[src/rtl/ram_burst_master_if.sv]
// Command, write-stream, read-stream and RAM-side signals of ram_burst_master.
// The master modport is the burst master's view; slave is the surrounding logic's view.
interface ram_burst_master_if #(
  parameter int DATA_WIDTH = 32,
  parameter int ADDR_WIDTH = 10
);
  logic                  cmd_valid;
  logic                  cmd_ready;
  logic                  cmd_write;
  logic [ADDR_WIDTH-1:0] cmd_addr;
  logic [ADDR_WIDTH-1:0] cmd_len;
  logic                  wr_valid;
  logic                  wr_ready;
  logic [DATA_WIDTH-1:0] wr_data;
  logic                  rd_valid;
  logic                  rd_ready;
  logic [DATA_WIDTH-1:0] rd_data;
  logic                  busy;
  logic                  done;
  logic                  ram_en;
  logic                  ram_wr_rdn;
  logic [ADDR_WIDTH-1:0] ram_addr;
  logic [DATA_WIDTH-1:0] ram_data_wr;
  logic [DATA_WIDTH-1:0] ram_data_rd;

  modport master (
    input  cmd_valid, cmd_write, cmd_addr, cmd_len, wr_valid, wr_data, rd_ready, ram_data_rd,
    output cmd_ready, wr_ready, rd_valid, rd_data, busy, done,
           ram_en, ram_wr_rdn, ram_addr, ram_data_wr
  );

  modport slave (
    output cmd_valid, cmd_write, cmd_addr, cmd_len, wr_valid, wr_data, rd_ready, ram_data_rd,
    input  cmd_ready, wr_ready, rd_valid, rd_data, busy, done,
           ram_en, ram_wr_rdn, ram_addr, ram_data_wr
  );
endinterface

[src/rtl/ram_burst_master.sv]
// Burst initiator for the single-port synchronous RAM: one command becomes a run of RAM
// writes fed from a stream, or RAM reads returned through a 2-entry FIFO with backpressure.
module ram_burst_master #(
  parameter int DATA_WIDTH = 32,
  parameter int ADDR_WIDTH = 10
) (
  input  logic               clk,
  input  logic               rstn,
  ram_burst_master_if.master bus
);

  typedef enum logic [1:0] {IDLE, WRITE, READ, DRAIN} state_e;

  state_e                state_q, state_d;
  logic [ADDR_WIDTH-1:0] addr_q, addr_d;
  logic [ADDR_WIDTH-1:0] rem_q, rem_d;
  logic                  done_q, done_d;
  logic                  inflight_q, inflight_d;
  logic [1:0]            count_q, count_d;
  logic                  head_q, head_d;
  logic                  tail_q, tail_d;
  logic [DATA_WIDTH-1:0] fifo_q [2];
  logic [DATA_WIDTH-1:0] fifo_d [2];

  logic       pop;
  logic       issue;
  logic       wr_hs;
  logic [2:0] occ_after_pop;

  always_comb begin
    // NOTE: every signal gets its default first, so no path through the case infers a latch.
    state_d = state_q;
    addr_d  = addr_q;
    rem_d   = rem_q;
    done_d  = 1'b0;
    head_d  = head_q;
    tail_d  = tail_q;
    fifo_d  = fifo_q;
    issue   = 1'b0;
    pop     = (count_q != 2'd0) && bus.rd_ready;
    wr_hs   = (state_q == WRITE) && bus.wr_valid;
    // Words held or already on their way back from the RAM, once this cycle's pop is gone.
    occ_after_pop = 3'(count_q) + 3'(inflight_q) - 3'(pop);

    case (state_q)
      IDLE: begin
        if (bus.cmd_valid) begin
          addr_d  = bus.cmd_addr;
          rem_d   = bus.cmd_len;
          state_d = bus.cmd_write ? WRITE : READ;
        end
      end
      WRITE: begin
        if (wr_hs) begin
          addr_d = addr_q + 1'b1;
          rem_d  = rem_q - 1'b1;
          if (rem_q == '0) begin
            state_d = IDLE;
            done_d  = 1'b1;
          end
        end
      end
      READ: begin
        if (occ_after_pop < 3'd2) begin
          issue  = 1'b1;
          addr_d = addr_q + 1'b1;
          rem_d  = rem_q - 1'b1;
          if (rem_q == '0) state_d = DRAIN;
        end
      end
      DRAIN: begin
        if (occ_after_pop == 3'd0) begin
          state_d = IDLE;
          done_d  = 1'b1;
        end
      end
      default: state_d = IDLE;
    endcase

    // The RAM presents read data the cycle after the issue; capture it then.
    inflight_d = issue;
    count_d    = occ_after_pop[1:0];
    if (inflight_q) begin
      fifo_d[tail_q] = bus.ram_data_rd;
      tail_d         = ~tail_q;
    end
    if (pop) head_d = ~head_q;
  end

  // NOTE: sequential state uses non-blocking assignments so every flop samples pre-edge values.
  always_ff @(posedge clk or negedge rstn) begin
    if (!rstn) begin
      state_q    <= IDLE;
      addr_q     <= '0;
      rem_q      <= '0;
      done_q     <= 1'b0;
      inflight_q <= 1'b0;
      count_q    <= 2'd0;
      head_q     <= 1'b0;
      tail_q     <= 1'b0;
      // NOTE: the two FIFO words are reset as well so rd_data reads zero straight out of reset.
      fifo_q     <= '{default: '0};
    end else begin
      state_q    <= state_d;
      addr_q     <= addr_d;
      rem_q      <= rem_d;
      done_q     <= done_d;
      inflight_q <= inflight_d;
      count_q    <= count_d;
      head_q     <= head_d;
      tail_q     <= tail_d;
      fifo_q     <= fifo_d;
    end
  end

  assign bus.cmd_ready   = (state_q == IDLE);
  assign bus.busy        = (state_q != IDLE);
  assign bus.done        = done_q;
  assign bus.wr_ready    = (state_q == WRITE);
  assign bus.rd_valid    = (count_q != 2'd0);
  assign bus.rd_data     = fifo_q[head_q];
  assign bus.ram_en      = wr_hs || issue;
  assign bus.ram_wr_rdn  = (state_q == WRITE);
  assign bus.ram_addr    = addr_q;
  assign bus.ram_data_wr = bus.wr_data;

endmodule

[src/flat_wrapper.sv]
// flat-port wrapper written by rule: the top's interface ports become plain ports
module ram_burst_master_flat 
#(
  parameter int DATA_WIDTH = 32,
  parameter int ADDR_WIDTH = 10
)
  (clk, rstn, bus_cmd_valid, bus_cmd_write, bus_cmd_addr, bus_cmd_len, bus_wr_valid, bus_wr_data, bus_rd_ready, bus_ram_data_rd, bus_cmd_ready, bus_wr_ready, bus_rd_valid, bus_rd_data, bus_busy, bus_done, bus_ram_en, bus_ram_wr_rdn, bus_ram_addr, bus_ram_data_wr);
  ram_burst_master_if #(.DATA_WIDTH(DATA_WIDTH), .ADDR_WIDTH(ADDR_WIDTH)) bus_i ();
  input  logic clk;
  input  logic rstn;
  input wire logic [$bits(bus_i.cmd_valid)-1:0] bus_cmd_valid;
  input wire logic [$bits(bus_i.cmd_write)-1:0] bus_cmd_write;
  input wire logic [$bits(bus_i.cmd_addr)-1:0] bus_cmd_addr;
  input wire logic [$bits(bus_i.cmd_len)-1:0] bus_cmd_len;
  input wire logic [$bits(bus_i.wr_valid)-1:0] bus_wr_valid;
  input wire logic [$bits(bus_i.wr_data)-1:0] bus_wr_data;
  input wire logic [$bits(bus_i.rd_ready)-1:0] bus_rd_ready;
  input wire logic [$bits(bus_i.ram_data_rd)-1:0] bus_ram_data_rd;
  output wire logic [$bits(bus_i.cmd_ready)-1:0] bus_cmd_ready;
  output wire logic [$bits(bus_i.wr_ready)-1:0] bus_wr_ready;
  output wire logic [$bits(bus_i.rd_valid)-1:0] bus_rd_valid;
  output wire logic [$bits(bus_i.rd_data)-1:0] bus_rd_data;
  output wire logic [$bits(bus_i.busy)-1:0] bus_busy;
  output wire logic [$bits(bus_i.done)-1:0] bus_done;
  output wire logic [$bits(bus_i.ram_en)-1:0] bus_ram_en;
  output wire logic [$bits(bus_i.ram_wr_rdn)-1:0] bus_ram_wr_rdn;
  output wire logic [$bits(bus_i.ram_addr)-1:0] bus_ram_addr;
  output wire logic [$bits(bus_i.ram_data_wr)-1:0] bus_ram_data_wr;
  assign bus_i.cmd_valid = bus_cmd_valid;
  assign bus_i.cmd_write = bus_cmd_write;
  assign bus_i.cmd_addr = bus_cmd_addr;
  assign bus_i.cmd_len = bus_cmd_len;
  assign bus_i.wr_valid = bus_wr_valid;
  assign bus_i.wr_data = bus_wr_data;
  assign bus_i.rd_ready = bus_rd_ready;
  assign bus_i.ram_data_rd = bus_ram_data_rd;
  assign bus_cmd_ready = bus_i.cmd_ready;
  assign bus_wr_ready = bus_i.wr_ready;
  assign bus_rd_valid = bus_i.rd_valid;
  assign bus_rd_data = bus_i.rd_data;
  assign bus_busy = bus_i.busy;
  assign bus_done = bus_i.done;
  assign bus_ram_en = bus_i.ram_en;
  assign bus_ram_wr_rdn = bus_i.ram_wr_rdn;
  assign bus_ram_addr = bus_i.ram_addr;
  assign bus_ram_data_wr = bus_i.ram_data_wr;
  ram_burst_master #(.DATA_WIDTH(DATA_WIDTH), .ADDR_WIDTH(ADDR_WIDTH)) u_core (.clk(clk), .rstn(rstn), .bus(bus_i));
endmodule
[config.mk]
export PLATFORM = sky130hd
export DESIGN_NAME = ram_burst_master_flat
export DESIGN_NICKNAME = d
export VERILOG_FILES = /design/src/rtl/ram_burst_master_if.sv /design/src/rtl/ram_burst_master.sv /design/src/flat_wrapper.sv
export SDC_FILE = /design/constraint.sdc
export NUM_CORES = 1
export LEC_CHECK = 0
export CAP_MARGIN = 20
export CORE_ASPECT_RATIO = 1.25
export CORE_MARGIN = 2
export CORE_UTILIZATION = 49
export CTS_CLUSTER_DIAMETER = 50
export CTS_CLUSTER_SIZE = 24
export DETAILED_ROUTE_END_ITERATION = 8
export PLACE_DENSITY_LB_ADDON = 0.08
export SYNTH_ARGS = -nofsm -noshare
export SYNTH_HDL_FRONTEND = slang
export SYNTH_SLANG_ARGS = --single-unit
[constraint.sdc]
create_clock -name clk -period 6.5 [get_ports clk]
set_clock_uncertainty 0.1 [all_clocks]
set_input_delay 1.3 -clock clk [delete_from_list [all_inputs] [get_ports clk]]
set_output_delay 1.3 -clock clk [all_outputs]
set_load 0.005 [all_outputs]
Word level (Yosys, flattened, before mapping)

Cells that the tools add are included.

Register bits: 92
Input bits: 90
Word-level logic and storage cells: 71

Add/subtract/negate cells: 4
Order comparisons: 4
Equal/unequal tests: 9
Mux-type cells: 28
Bitwise gates (word level): 4
Reduce and logical (&&, ||, !) cells: 12

Operator list:

| cell                                                   | number |
|---|---|
| 2-to-1 mux 32 bit                                      | 4 |
| bitwise mux 64 bit                                     | 1 |
| 2-to-1 mux 10 bit                                      | 6 |
| case mux 10 bit (3 select lines)                       | 2 |
| demux 32 bit (select 1 bit)                            | 1 |
| 2-to-1 mux 2 bit                                       | 7 |
| adder 10 x 1 -> 10 bit (second input constant)         | 1 |
| logical NOT 10 bit                                     | 1 |
| inequality test 2 x 1 -> 1 bit (second input constant) | 5 |
| subtractor 10 x 1 -> 10 bit (second input constant)    | 1 |
| case mux 2 bit (4 select lines)                        | 1 |
| AND reduction 6 bit                                    | 1 |
| 2-to-1 mux 1 bit                                       | 5 |
| == test 2 bit (second input constant)                  | 2 |
| >= comparator 2 bit (second input constant)            | 2 |
| inverter 1 -> 2 bit                                    | 2 |
| AND reduction 4 bit                                    | 1 |
| nonzero test 2 bit                                     | 2 |
| adder 2 x 1 -> 3 bit                                   | 1 |
| logical AND 1 bit                                      | 3 |
| logical NOT 3 bit                                      | 1 |
| < comparator 3 x 2 -> 1 bit (second input constant)    | 1 |
| nonzero test 3 bit                                     | 1 |
| subtractor 3 x 1 -> 3 bit                              | 1 |
| other kinds (7)                                        | 8 |

Logic depth before layout (Yosys ltp)

Gate-level depths: netlist of run 1.

Depth after elaboration: 7
Depth in mapped cells: 12
Mapped depth without buffers: 10

Least setup slack after synthesis of run 1

No wires, ideal clock.

Path kind: input port to output port
From: input port bus_rd_ready
To: output port bus_ram_en
Arrival: 2,790 ps
Data required time: 5,100 ps
Setup slack: 2,310 ps
Cell stages on the path: 8
Path buffers: 0
Path through: and2_1 > ha_1 > inv_1 > ha_1 > fa_1 > xnor2_1 > nor3b_1 > a21o_1

Cells in the longest elaborated chain, start to end: 6

Ends and longest elaborated chain:

| what                        | line                    | text |
|---|---|---|
| start, declared             | flat_wrapper.sv:17      | `input wire logic [$bits(bus_i.rd_ready)-1:0] bus_rd_ready;` |
| logical AND 1 bit           | ram_burst_master.sv:40  | `pop = (count_q != 2'd0) && bus.rd_ready;` |
| subtractor 3 x 1 -> 3 bit   | ram_burst_master.sv:43  | `occ_after_pop = 3'(count_q) + 3'(inflight_q) - 3'(pop);` |
| < comparator 3 x 2 -> 1 bit | ram_burst_master.sv:64  | `if (occ_after_pop < 3'd2) begin` |
| 2-to-1 mux 1 bit            | ram_burst_master.sv:64  |  |
| 2-to-1 mux 1 bit            | ram_burst_master.sv:45  | `case (state_q)` |
| via u_core.inflight_d       | ram_burst_master.sv:18  | `logic inflight_q, inflight_d;` |
| logical OR 1 bit            | ram_burst_master.sv:122 | `assign bus.ram_en = wr_hs \|\| issue;` |
| end, declared               | flat_wrapper.sv:25      | `output wire logic [$bits(bus_i.ram_en)-1:0] bus_ram_en;` |

The timed path passes the listed nets, and every way through them passes these cells.

Worst setup path in the final report of run 1

From: input port bus_rd_ready
To: output port bus_ram_en

Cells in the longest elaborated chain, start to end: 6

Ends and longest elaborated chain:

| what                        | line                    | text |
|---|---|---|
| logical AND 1 bit           | ram_burst_master.sv:40  |  |
| via u_core.pop              | ram_burst_master.sv:25  | `logic pop;` |
| subtractor 3 x 1 -> 3 bit   | ram_burst_master.sv:43  |  |
| < comparator 3 x 2 -> 1 bit | ram_burst_master.sv:64  |  |
| 2-to-1 mux 1 bit            | ram_burst_master.sv:64  |  |
| 2-to-1 mux 1 bit            | ram_burst_master.sv:45  |  |
| via u_core.inflight_d       | ram_burst_master.sv:18  |  |
| logical OR 1 bit            | ram_burst_master.sv:122 |  |

The timed path passes the listed nets, and every way through them passes these cells.

==> run summary, run 1 <==
CELLS AND AREA
--------------------------------------------------------------------------------
Area of the multi-input gates                                           2200 um2
FF+latch area                                                           2300 um2
Number of inserted diodes                                                      0
Non-filler cells, final                                                      609
Post-route design area                                                  6070 um2
Fraction of layout cells with a size suffix above 1                        25.9%
Number of nets in the finished design                                        577
Fill cell total of the finished layout                                       782
Area growth syn-to-layout                                                  24.2%

STA
--------------------------------------------------------------------------------
Slew Limit Headroom                                                        32.9%
Post-layout minimum cycle time                                           5.22 ns
Total setup violations reported at the end of the flow                         0
Setup_tns                                                                   0 ns
Setup repair after global routing missed its margin                        false
Worst slew pin tran                                                      1.00 ns
Worst-case setup margin in the final layout                              1.28 ns
Final Cycle Share                                                          80.3%
Final Hold Violating Endpoints                                                 0
Max Transition Viols Final                                                     0
Achievable Freq                                                          192 MHz

GLOBAL ROUTING
--------------------------------------------------------------------------------
Antenna violations before repair                                               0
Number of global-route vias before repair                                   3532
Remaining Overflow, GRT                                                        0
Largest net degree at the start of global routing                             70
All-Layer GR Usage                                                         19.9%
First-pass GRT wire length                                               17.1 mm

PLACE
--------------------------------------------------------------------------------
HPWL reported at the end of detailed placement                           7.08 mm
Port buffer count                                                            106
Final RePlAce weighted congestion                                          0.782
Cell Area, Placed                                                       5810 um2
Cell Count Post-Placement                                                    593
Setup Slack @ Placement                                                  1.27 ns

DRT
--------------------------------------------------------------------------------
Count of TritonRoute iterations in the first routing pass                      4
Antenna viol nets, final                                                       0
WL/cell                                                                  17.1 um
Detailed-route via count                                                    3453
Iteration-0 DRC Markers                                                      104
Average vias per placed instance                                            5.67
Final routed wirelength across all metal layers                          10.4 mm
Remaining design rule violation count                                          0

CLOCKING
--------------------------------------------------------------------------------
Cts bufs inserted                                                              9
Postcts setup bufs                                                             0
Clock latency at the later pin of the worst-skew pair                    0.33 ns
H-tree depth reported by CTS                                                   3
Clock tree from TritonCTS                                                    yes
Total of cells resized after clock tree synthesis                              0
Clock Tree Buf Depth                                                           2
Clock root buffer                                                   sky130_fd_sc_hd__clkbuf_16
CTS clk-pin slew, worst paths                                            0.06 ns
# clock sinks                                                                 92
Count of hold-fix buffers inserted at cts                                      0

SETUP PATH
--------------------------------------------------------------------------------
Crit-path max FO                                                               4
Reg-to-reg startpoint                                               u_core.count_q[1]$_DFF_PN0_
CP startpoint                                                       bus_rd_ready
End of the worst register-to-register path                          u_core.bus.ram_addr[0]$_DFFE_PN0P_
Critical path class                                                    in -> out
Worst R2R Setup Slack                                                    2.94 ns
Master of the slowest instance on the critical path                 sky130_fd_sc_hd__clkdlybuf4s50_1
Startpoint type of the worst setup path                               input port
Worst reg-to-reg path cell count                                              10
CP endpoint kind                                                    primary output
Critical Path, Cell by Cell                                         clkdlybuf4s50_1 > and2_1 > ha_1 > inv_1 > ha_1 > fa_1 > xnor2_1 > nor3b_1 > a21o_1 > clkdlybuf4s50_1
Worst endpoint data arrival time                                         3.82 ns
Data required time at the worst endpoint                                 5.10 ns
Maximum cell stage delay along the critical path                         0.51 ns

PWR
--------------------------------------------------------------------------------
Total leakage power                                                      2.49 nW
Total chip power                                                         3.41 mW
Max rail drop VDD                                                       0.232 mV
PD cells                                                              561 nW/um2

WORST HOLD PATH
--------------------------------------------------------------------------------
Number of cells on the worst hold path                                         1
Launch point of the worst hold path                                 u_core.inflight_q$_DFF_PN0_
Worst min-delay path endpoint                                       u_core.tail_q$_DFFE_PN0P_
Min-delay worst type                                                  reg -> reg

SYNTH
--------------------------------------------------------------------------------
Register bit count reported by yosys                                          92
Most used flip-flop cell after synthesis                            sky130_fd_sc_hd__dfrtp_1
Warning count from the yosys run                                               0
Synthesized cell area                                                   4890 um2
Synth unique cells                                                            53
Number of flops mapped to enable cells by yosys                                0
Sequential cell area fraction in the yosys report                          47.1%
Net count of the mapped netlist                                              512
Synthesized netlist cell count                                               413
Synthesized area divided by synthesized cell count                      11.8 um2
Share of synthesized flip-flops with an asynchronous set or reset           100%

FLOORPLANNING
--------------------------------------------------------------------------------
Standard-cell rows                                                            40
Die H                                                                     116 um
Area of the core                                                        9660 um2
Width of the die                                                         93.3 um
DIE AREA                                                               10800 um2
Initial core utilization                                                   50.6%
# IOs                                                                        171

OUTCOME
--------------------------------------------------------------------------------
Result of the run                                                   complete, no violations

FLOW RUN
--------------------------------------------------------------------------------
Max-Cap Viols                                                                  0

==> cells in the final DEF (no fill, tap or decap), drive strengths merged, types with 5 or more instances in the layout <==
master and count:
a2bb2oi 5, a21oi 7, o41ai 6, mux2 96
nor4 11, nand3 9, mux2i 6, nor3 5
buf 6, a211o 5, o21ai 8, dfrtp 92
nor2 9, clkbuf 12, inv 14, clkdlybuf4s50 105
ha 8, nand4 6, nand2 15
==> power by group <==
part | total (mW) | leakage, nW | switching [mW] | internal, mW
Sequential | 1.09 | 1.09 | 0.211 | 0.875
Clock | 0.469 | 0.127 | 0.210 | 0.259
Combinational | 1.85 | 1.28 | 0.800 | 1.05
Total | 3.41 | 2.49 | 1.22 | 2.19
==> metal layers <==
layer | global-route usage, % | vias to the layer above | part of all wire (%)
li1 | - | 1614 | -
met1 | 25.7 | 1710 | 43
met2 | 32.9 | 115 | 49
met3 | 5.20 | 14 | 6.6
met4 | 6.57 | 0 | 1.3
met5 | 0 | - | 0
==> synth_stat cells, types with 3 or more instances <==
master                      instances  area, um2
sky130_fd_sc_hd__nand4_1            6       37.5
sky130_fd_sc_hd__or3_1              3       18.8
sky130_fd_sc_hd__o21ai_0            8       40.0
sky130_fd_sc_hd__dfrtp_1           92       2300
sky130_fd_sc_hd__nor2b_1            4       25.0
sky130_fd_sc_hd__a2bb2oi_1          5       43.8
sky130_fd_sc_hd__nor2_1             9       33.8
sky130_fd_sc_hd__a211o_1            5       43.8
sky130_fd_sc_hd__o41ai_1            6       52.6
sky130_fd_sc_hd__a31oi_1            3       18.8
sky130_fd_sc_hd__buf_4             33        248
sky130_fd_sc_hd__inv_1             14       52.6
sky130_fd_sc_hd__nor4_1            11       68.8
sky130_fd_sc_hd__nor3_1             4       20.0
sky130_fd_sc_hd__nand2_1           15       56.3
sky130_fd_sc_hd__nand3_1            9       45.0
sky130_fd_sc_hd__o32ai_1            4       35.0
sky130_fd_sc_hd__clkbuf_1          19       71.3
sky130_fd_sc_hd__mux2_2            96       1080
sky130_fd_sc_hd__mux2i_1            6       60.1
sky130_fd_sc_hd__a21oi_1            7       35.0
sky130_fd_sc_hd__buf_1              3       11.3
sky130_fd_sc_hd__ha_1               8        100
==> area by class of cell <==
class / instances / share of cell area (%)
inverter: 14 / 0.866
clock inverter: 4 / 0.433
timing repair buffer: 111 / 18.1
tap: 126 / 2.60
multi-input combinational: 250 / 36.2
sequential: 92 / 37.9
clock buffer: 12 / 3.90
==> worst max-delay path by stage <==
stage / to / slack, ns / depth (start not counted)
floorplan: bus_ram_en / 2.31 / 8
global placement: bus_ram_en / 1.33 / 10
detailed placement: bus_ram_en / 1.27 / 10
CTS: bus_ram_en / 1.26 / 10
global route: bus_ram_en / 1.13 / 10
finish: bus_ram_en / 1.28 / 10
==> flip-flops by register name, summed over array words and instances, names as in the netlist <==
name,flops
u_core.tail_q,1
u_core.rem_q,10
u_core.fifo_q,64
u_core.bus.ram_addr,10
u_core.state_q,2
u_core.inflight_q,1
u_core.bus.done,1
u_core.count_q,2
u_core.head_q,1
==> kinds of logic after synthesis <==
group	share of synthesized area (%)
buffers and inverters	8.04
XOR/XNOR	0.538
adder cells (fa/ha/maj)	2.46
multiplexers	23.3
AO/OA/AOI/OAI	9.78
AND/OR/NAND/NOR	8.73
flip-flops	47.1
==> critical path: cells and delay by family <==
kind / cells / cell delay [ns]
buffers and inverters: 3 / 0.95
adder cells (fa/ha/maj): 3 / 0.83
AND/OR/NAND/NOR: 2 / 0.45
XOR/XNOR: 1 / 0.18
AO/OA/AOI/OAI: 1 / 0.13
==> stage by stage <==
step	hold WS [ns]	util [%]
4_1_cts	0.400	62.8
5_1_grt	0.417	62.8
3_3_place_gp	0.381	60.1
3_5_place_dp	0.387	60.1
6_report	0.392	62.8
2_1_floorplan	0.360	-
No activity file was read; power rests on OpenSTA's default activity.
==> run 2, diff against run 1 <==
--- a/config.mk
+++ b/config.mk
@@ -8,7 +8,7 @@
 export CAP_MARGIN = 20
 export CORE_ASPECT_RATIO = 1.25
 export CORE_MARGIN = 2
-export CORE_UTILIZATION = 49
+export CORE_UTILIZATION = 46
 export CTS_CLUSTER_DIAMETER = 50
 export CTS_CLUSTER_SIZE = 24
 export DETAILED_ROUTE_END_ITERATION = 8
==> constraint.sdc (replaced) <==
create_clock -name clk -period 5.5 [get_ports clk]
set_clock_uncertainty 0.1 [all_clocks]
set_input_delay 1.1 -clock clk [delete_from_list [all_inputs] [get_ports clk]]
set_output_delay 1.1 -clock clk [all_outputs]
set_load 0.005 [all_outputs]
==> run 2 against run 1 <==
  * First-iteration DRC count down 20%
  * Routed wire length is 6.0% higher
  * Total power grew 24%
  * Sequential cell count unchanged
  * Sequential power up 17%
  * Hold slack improved by 0.0068 ns
  * Critical path type unchanged
  * Largest power group unchanged
==> run summary, run 2 (synthesized netlist as in run 1, its figures left out) <==
OUTCOME
----------------------------------------------------------------------------
Result of the run                                               complete, no violations

CELLS AND AREA
----------------------------------------------------------------------------
Most flops, register                                            u_core.fifo_q
Number of nets in the finished design                                    578
Utilization after layout                                               59.0%
Most common cell after layout, fill and taps aside              sky130_fd_sc_hd__clkdlybuf4s50_1
Top library cells by usage in the layout, fill and taps aside   sky130_fd_sc_hd__clkdlybuf4s50_1, sky130_fd_sc_hd__mux2_2, sky130_fd_sc_hd__dfrtp_1
Area of the multi-input gates                                       2200 um2
Fill cell total of the finished layout                                   898
Fraction of layout cells with a size suffix above 1                    26.3%
Max reg flops                                                             64
Number of inserted diodes                                                  0
Area growth syn-to-layout                                              26.2%
FF+latch area                                                       2300 um2

FLOORPLANNING
----------------------------------------------------------------------------
DIE AREA                                                           11500 um2
# IOs                                                                    171
Area of the core                                                   10500 um2
Standard-cell rows                                                        42
Width of the die                                                     96.2 um
Initial core utilization                                               46.7%
Die H                                                                 119 um

PWR
----------------------------------------------------------------------------
Power share of the combinational group                                 54.2%
Proportion of total power due to net switching                         35.2%
Internal Pwr Total                                                   2.73 mW
Clk pwr share                                                          15.3%
Max rail drop VDD                                                   0.352 mV
PD cells                                                          682 nW/um2
Part of the total power dissipated in sequential elements              30.4%
Switching component of the power                                     1.48 mW
Total leakage power                                                  2.54 nW

STA
----------------------------------------------------------------------------
Slew Limit Headroom                                                    34.6%
Total setup violations reported at the end of the flow                     0
Max Transition Viols Final                                                 0
Final Hold Violating Endpoints                                             0
Final Cycle Share                                                      87.6%
Achievable Freq                                                      207 MHz
Setup repair after global routing missed its margin                    false
Post-layout minimum cycle time                                       4.82 ns
Setup_tns                                                               0 ns
Worst slew pin tran                                                 0.978 ns

GLOBAL ROUTING
----------------------------------------------------------------------------
First-pass GRT wire length                                           17.2 mm
Number of global-route vias before repair                               3531
Largest net degree at the start of global routing                         56
Antenna violations before repair                                           0
All-Layer GR Usage                                                     19.2%
Remaining Overflow, GRT                                                    0

CLOCKING
----------------------------------------------------------------------------
Clock root buffer                                               sky130_fd_sc_hd__clkbuf_16
CTS clk-pin slew, worst paths                                        0.06 ns
Cts bufs inserted                                                          9
H-tree depth reported by CTS                                               3
Clock Tree Buf Depth                                                       2
Clock tree from TritonCTS                                                yes
Total of cells resized after clock tree synthesis                          0
Clock latency at the later pin of the worst-skew pair                0.34 ns
# clock sinks                                                             92
Postcts setup bufs                                                         0
Count of hold-fix buffers inserted at cts                                  0

WORST HOLD PATH
----------------------------------------------------------------------------
Min-delay worst type                                              reg -> reg
Worst min-delay path endpoint                                   u_core.fifo_q[20]$_DFFE_PN0P_
Launch point of the worst hold path                             u_core.fifo_q[20]$_DFFE_PN0P_
Number of cells on the worst hold path                                     1

SETUP PATH
----------------------------------------------------------------------------
Worst endpoint data arrival time                                     3.62 ns
Reg-to-reg startpoint                                           u_core.count_q[1]$_DFF_PN0_
Data required time at the worst endpoint                             4.30 ns
End of the worst register-to-register path                      u_core.rem_q[1]$_DFFE_PN0P_
Critical path class                                                in -> out
Startpoint type of the worst setup path                           input port
CP endpoint kind                                                primary output
Worst reg-to-reg path cell count                                          10
Worst R2R Setup Slack                                                2.01 ns
Crit-path max FO                                                           4

DRT
----------------------------------------------------------------------------
Count of TritonRoute iterations in the first routing pass                  4
Final routed wirelength across all metal layers                      11.0 mm
WL/cell                                                              17.9 um
Remaining design rule violation count                                      0
Average vias per placed instance                                        5.66
Iteration-0 DRC Markers                                                   83
Detailed-route via count                                                3483
Antenna viol nets, final                                                   0

PLACE
----------------------------------------------------------------------------
HPWL reported at the end of detailed placement                       7.61 mm
Final RePlAce weighted congestion                                      0.779
Port buffer count                                                        106

FLOW RUN
----------------------------------------------------------------------------
Max-Cap Viols                                                              0

-- run 2: changes by cell type in the layout (fill, tap and decap cells not counted), sizes merged --
cell / change
buf: +1
bufinv: +2
clkbuf: -2
clkinv: -1
-- run 2: metrics by stage --
step | setup WS, ns | hold WS (ns) | instances | total power [mW] | cell area (um2)
final | 0.680 | 0.399 | 615 | 4.21 | 6170
after global routing | 0.517 | 0.414 | 615 | 4.50 | 6170
after CTS | 0.670 | 0.401 | 614 | 4.21 | 6140
after detailed placement | 0.677 | 0.387 | 599 | 3.55 | 5840
after global placement | 0.717 | 0.381 | 598 | 3.45 | 5810
after floorplan | 1.71 | 0.360 | 413 | 2.67 | 4890
-- run 2: how the worst max path moves through the flow --
| stage | slack [ns] | from | to | depth (start not counted) |
|---|---|---|---|---|
| after global routing | 0.52 | bus_rd_ready | bus_ram_en | 10 |
| after CTS | 0.67 | bus_rd_ready | bus_ram_en | 10 |
| final | 0.68 | bus_rd_ready | bus_ram_en | 10 |
| after detailed placement | 0.68 | bus_rd_ready | bus_ram_en | 10 |
| after global placement | 0.72 | bus_rd_ready | bus_ram_en | 10 |
| after floorplan | 1.71 | bus_rd_ready | bus_ram_en | 8 |
-- run 2: layer usage --
layer	vias to the layer above	share of wire [%]	track usage, %
met1	1764	43	24.6
li1	1616	-	-
met3	21	4.6	3.48
met2	82	51	32.0
met4	0	1.6	7.14
met5	-	0	0
-- run 2: final cells by class --
type	count	share of cell area [%]
clock inverters	5	1.26
well taps	132	2.68
repair buffers	112	18.5
flip-flops and latches	92	37.3
inverters	14	0.852
multi-input cells	250	35.7
clock buffers	10	3.71
-- run 2: power groups by stage --
| stage | combinational, mW | clock, mW | sequential (mW) |
|---|---|---|---|
| floorplan | 1.46 | 0 | 1.21 |
| finish | 2.28 | 0.646 | 1.28 |
| CTS | 2.27 | 0.660 | 1.28 |
| detailed placement | 2.26 | 0 | 1.29 |
| global route | 2.48 | 0.693 | 1.33 |
| global placement | 2.16 | 0 | 1.30 |
-- run 2: worst max-delay path, cell delays in order --
cell	delay (ns)
sky130_fd_sc_hd__clkdlybuf4s50_1	0.39
sky130_fd_sc_hd__and2_1	0.16
sky130_fd_sc_hd__ha_1	0.28
sky130_fd_sc_hd__inv_1	0.04
sky130_fd_sc_hd__ha_1	0.18
sky130_fd_sc_hd__fa_1	0.37
sky130_fd_sc_hd__xnor2_1	0.18
sky130_fd_sc_hd__nor3b_1	0.26
sky130_fd_sc_hd__a21o_1	0.14
sky130_fd_sc_hd__clkdlybuf4s50_1	0.51
==> run 3, diff against run 2 <==
--- a/config.mk
+++ b/config.mk
@@ -13,6 +13,7 @@
 export CTS_CLUSTER_SIZE = 24
 export DETAILED_ROUTE_END_ITERATION = 8
 export PLACE_DENSITY_LB_ADDON = 0.08
+export RECOVER_POWER = 25
 export SYNTH_ARGS = -nofsm -noshare
 export SYNTH_HDL_FRONTEND = slang
 export SYNTH_SLANG_ARGS = --single-unit
==> run 3 against run 2 <==
  * The flow now finishes with violations (capacitance limit, slew limit)
  * Count of clock-buffer cells in the layout stayed put
  * Design area barely moved
  * Sequential share of layout area barely moved
  * Largest cell class unchanged
  * Sequential power about the same
  * Hold slack is the same
  * Die area is the same
  * Total power barely moved
  * Maximum frequency about the same
  * Register-to-register slack about the same
  * Sequential cell count did not move
==> run summary, run 3 (synthesized netlist as in run 1, its figures left out) <==
OUTCOME
----------------------------------------------------------------------------
Result of the run                                               complete, but fails checks
Failing checks                                                  capacitance limit, slew limit

CLOCKING
----------------------------------------------------------------------------
Count of hold-fix buffers inserted at cts                                  0
Postcts setup bufs                                                         0
Cts bufs inserted                                                          9
Clock Tree Buf Depth                                                       2
Clock tree from TritonCTS                                                yes
Clock root buffer                                               sky130_fd_sc_hd__clkbuf_16
CTS clk-pin slew, worst paths                                        0.06 ns
Total of cells resized after clock tree synthesis                          0
# clock sinks                                                             92
H-tree depth reported by CTS                                               3
Clock latency at the later pin of the worst-skew pair                0.33 ns

CELLS AND AREA
----------------------------------------------------------------------------
Max reg flops                                                             64
Most common cell after layout, fill and taps aside              sky130_fd_sc_hd__mux2_2
Area growth syn-to-layout                                              26.2%
Fraction of layout cells with a size suffix above 1                    26.1%
Number of nets in the finished design                                    578
Most flops, register                                            u_core.fifo_q
Fill cell total of the finished layout                                   898
Non-filler cells, final                                                  615
Number of inserted diodes                                                  0
Top library cells by usage in the layout, fill and taps aside   sky130_fd_sc_hd__mux2_2, sky130_fd_sc_hd__clkdlybuf4s50_1, sky130_fd_sc_hd__dfrtp_1

STA
----------------------------------------------------------------------------
Setup repair after global routing missed its margin                    false
Tightest hold margin                                                0.399 ns
Setup_tns                                                               0 ns
Worst slew pin tran                                                  3.01 ns
Post-layout minimum cycle time                                       4.82 ns
Achievable Freq                                                      207 MHz
Worst-case setup margin in the final layout                         0.680 ns
Final Cycle Share                                                      87.6%
Final Hold Violating Endpoints                                             0
Total setup violations reported at the end of the flow                     0
Max Transition Viols Final                                                56
Slew Limit Headroom                                                    -101%

DRT
----------------------------------------------------------------------------
Average vias per placed instance                                        5.67
WL/cell                                                              17.9 um
M1 wire length                                                       4.73 mm
Top sig layer                                                           met4
Count of TritonRoute iterations in the first routing pass                  4
Length of routed met2 wiring                                         5.58 mm
Iteration-0 DRC Markers                                                   85
Total met3 wirelength after detailed routing                          509 um
Remaining design rule violation count                                      0
Detailed-route via count                                                3490
Antenna viol nets, final                                                   0
Final routed wirelength across all metal layers                      11.0 mm

PLACE
----------------------------------------------------------------------------
Setup Slack @ Placement                                             0.677 ns
Cell Count Post-Placement                                                599
Port buffer count                                                        106
Final RePlAce weighted congestion                                      0.779
HPWL reported at the end of detailed placement                       7.61 mm

WORST HOLD PATH
----------------------------------------------------------------------------
Min-delay worst type                                              reg -> reg

FLOORPLANNING
----------------------------------------------------------------------------
DIE AREA                                                           11500 um2
Standard-cell rows                                                        42
Width of the die                                                     96.2 um
# IOs                                                                    171
Initial core utilization                                               46.7%
Die H                                                                 119 um
Area of the core                                                   10500 um2

SETUP PATH
----------------------------------------------------------------------------
Critical Path, Cell by Cell                                     clkdlybuf4s50_1 > and2_1 > ha_1 > inv_1 > ha_1 > fa_1 > xnor2_1 > nor3b_1 > a21o_1 > clkdlybuf4s50_1
Startpoint type of the worst setup path                           input port
Data required time at the worst endpoint                             4.30 ns
Critical path class                                                in -> out
Maximum cell stage delay along the critical path                     0.51 ns
Crit-path max FO                                                           4
Worst endpoint data arrival time                                     3.62 ns
CP endpoint kind                                                primary output
Master of the slowest instance on the critical path             sky130_fd_sc_hd__clkdlybuf4s50_1

FLOW RUN
----------------------------------------------------------------------------
Max-Cap Viols                                                              1

GLOBAL ROUTING
----------------------------------------------------------------------------
All-Layer GR Usage                                                     19.2%
Number of global-route vias before repair                               3531
First-pass GRT wire length                                           17.2 mm
Remaining Overflow, GRT                                                    0
Largest net degree at the start of global routing                         56
Antenna violations before repair                                           0

PWR
----------------------------------------------------------------------------
Total leakage power                                                  2.53 nW
PD cells                                                          682 nW/um2
Max rail drop VDD                                                   0.352 mV

-- run 3: cell count changes in the layout (fill, tap and decap cells not counted), sizes merged --
cell,change
dlygate4sd3,+11
clkbuf,+1
buf,-1
clkdlybuf4s50,-11
-- run 3: cell type report --
| type | instances | area, um2 | area share [%] |
|---|---|---|---|
| Clock inverter | 5 | 77.6 | 1.26 |
| Inverter | 14 | 52.6 | 0.852 |
| Multi-Input combinational cell | 250 | 2200 | 35.7 |
| Timing Repair Buffer | 112 | 1140 | 18.5 |
| Clock buffer | 10 | 229 | 3.71 |
| Sequential cell | 92 | 2300 | 37.3 |
| Tap cell | 132 | 165 | 2.68 |
-- run 3: final timing paths --
| kind | from | end | slack (ns) | depth (start not counted) |
|---|---|---|---|---|
| setup reg to reg | u_core.count_q[1]$_DFF_PN0_ | u_core.rem_q[1]$_DFFE_PN0P_ | 2.01 | 10 |
| min in group asynchronous | rstn | u_core.fifo_q[28]$_DFFE_PN0P_ | 1.63 | 1 |
| setup / recovery | bus_rd_ready | bus_ram_en | 0.68 | 10 |
| hold / removal | u_core.fifo_q[20]$_DFFE_PN0P_ | u_core.fifo_q[20]$_DFFE_PN0P_ | 0.40 | 1 |
| max in group asynchronous | rstn | u_core.fifo_q[55]$_DFFE_PN0P_ | 1.90 | 2 |
| hold reg to reg | u_core.fifo_q[20]$_DFFE_PN0P_ | u_core.fifo_q[20]$_DFFE_PN0P_ | 0.40 | 1 |
-- run 3: worst max-delay path: cells and delay by family --
kind | cells | cell delay, ns
XOR/XNOR | 1 | 0.18
AO/OA/AOI/OAI | 1 | 0.14
buffers and inverters | 3 | 0.94
adder cells (fa/ha/maj) | 3 | 0.83
AND/OR/NAND/NOR | 2 | 0.42
-- run 3: report_power, final --
group	switching [mW]	leakage, nW	total, mW	internal (mW)
logic	0.983	1.30	2.28	1.30
clock network	0.252	0.148	0.646	0.394
registers	0.245	1.09	1.28	1.03
total	1.48	2.53	4.21	2.73
-- run 3: layer usage --
layer / vias up / GRT usage [%]
met3: 21 / 3.48
li1: 1617 / -
met5: - / 0
met2: 84 / 32.0
met4: 0 / 7.14
met1: 1768 / 24.6
-- run 3: per-stage QoR --
step / util [%] / area [um2] / power, mW
floorplan: - / 4890 / 2.67
global placement: 55.5 / 5810 / 3.45
detailed placement: 55.8 / 5840 / 3.55
CTS: 58.7 / 6140 / 4.21
global route: 59.0 / 6170 / 4.50
finish: 59.0 / 6170 / 4.21
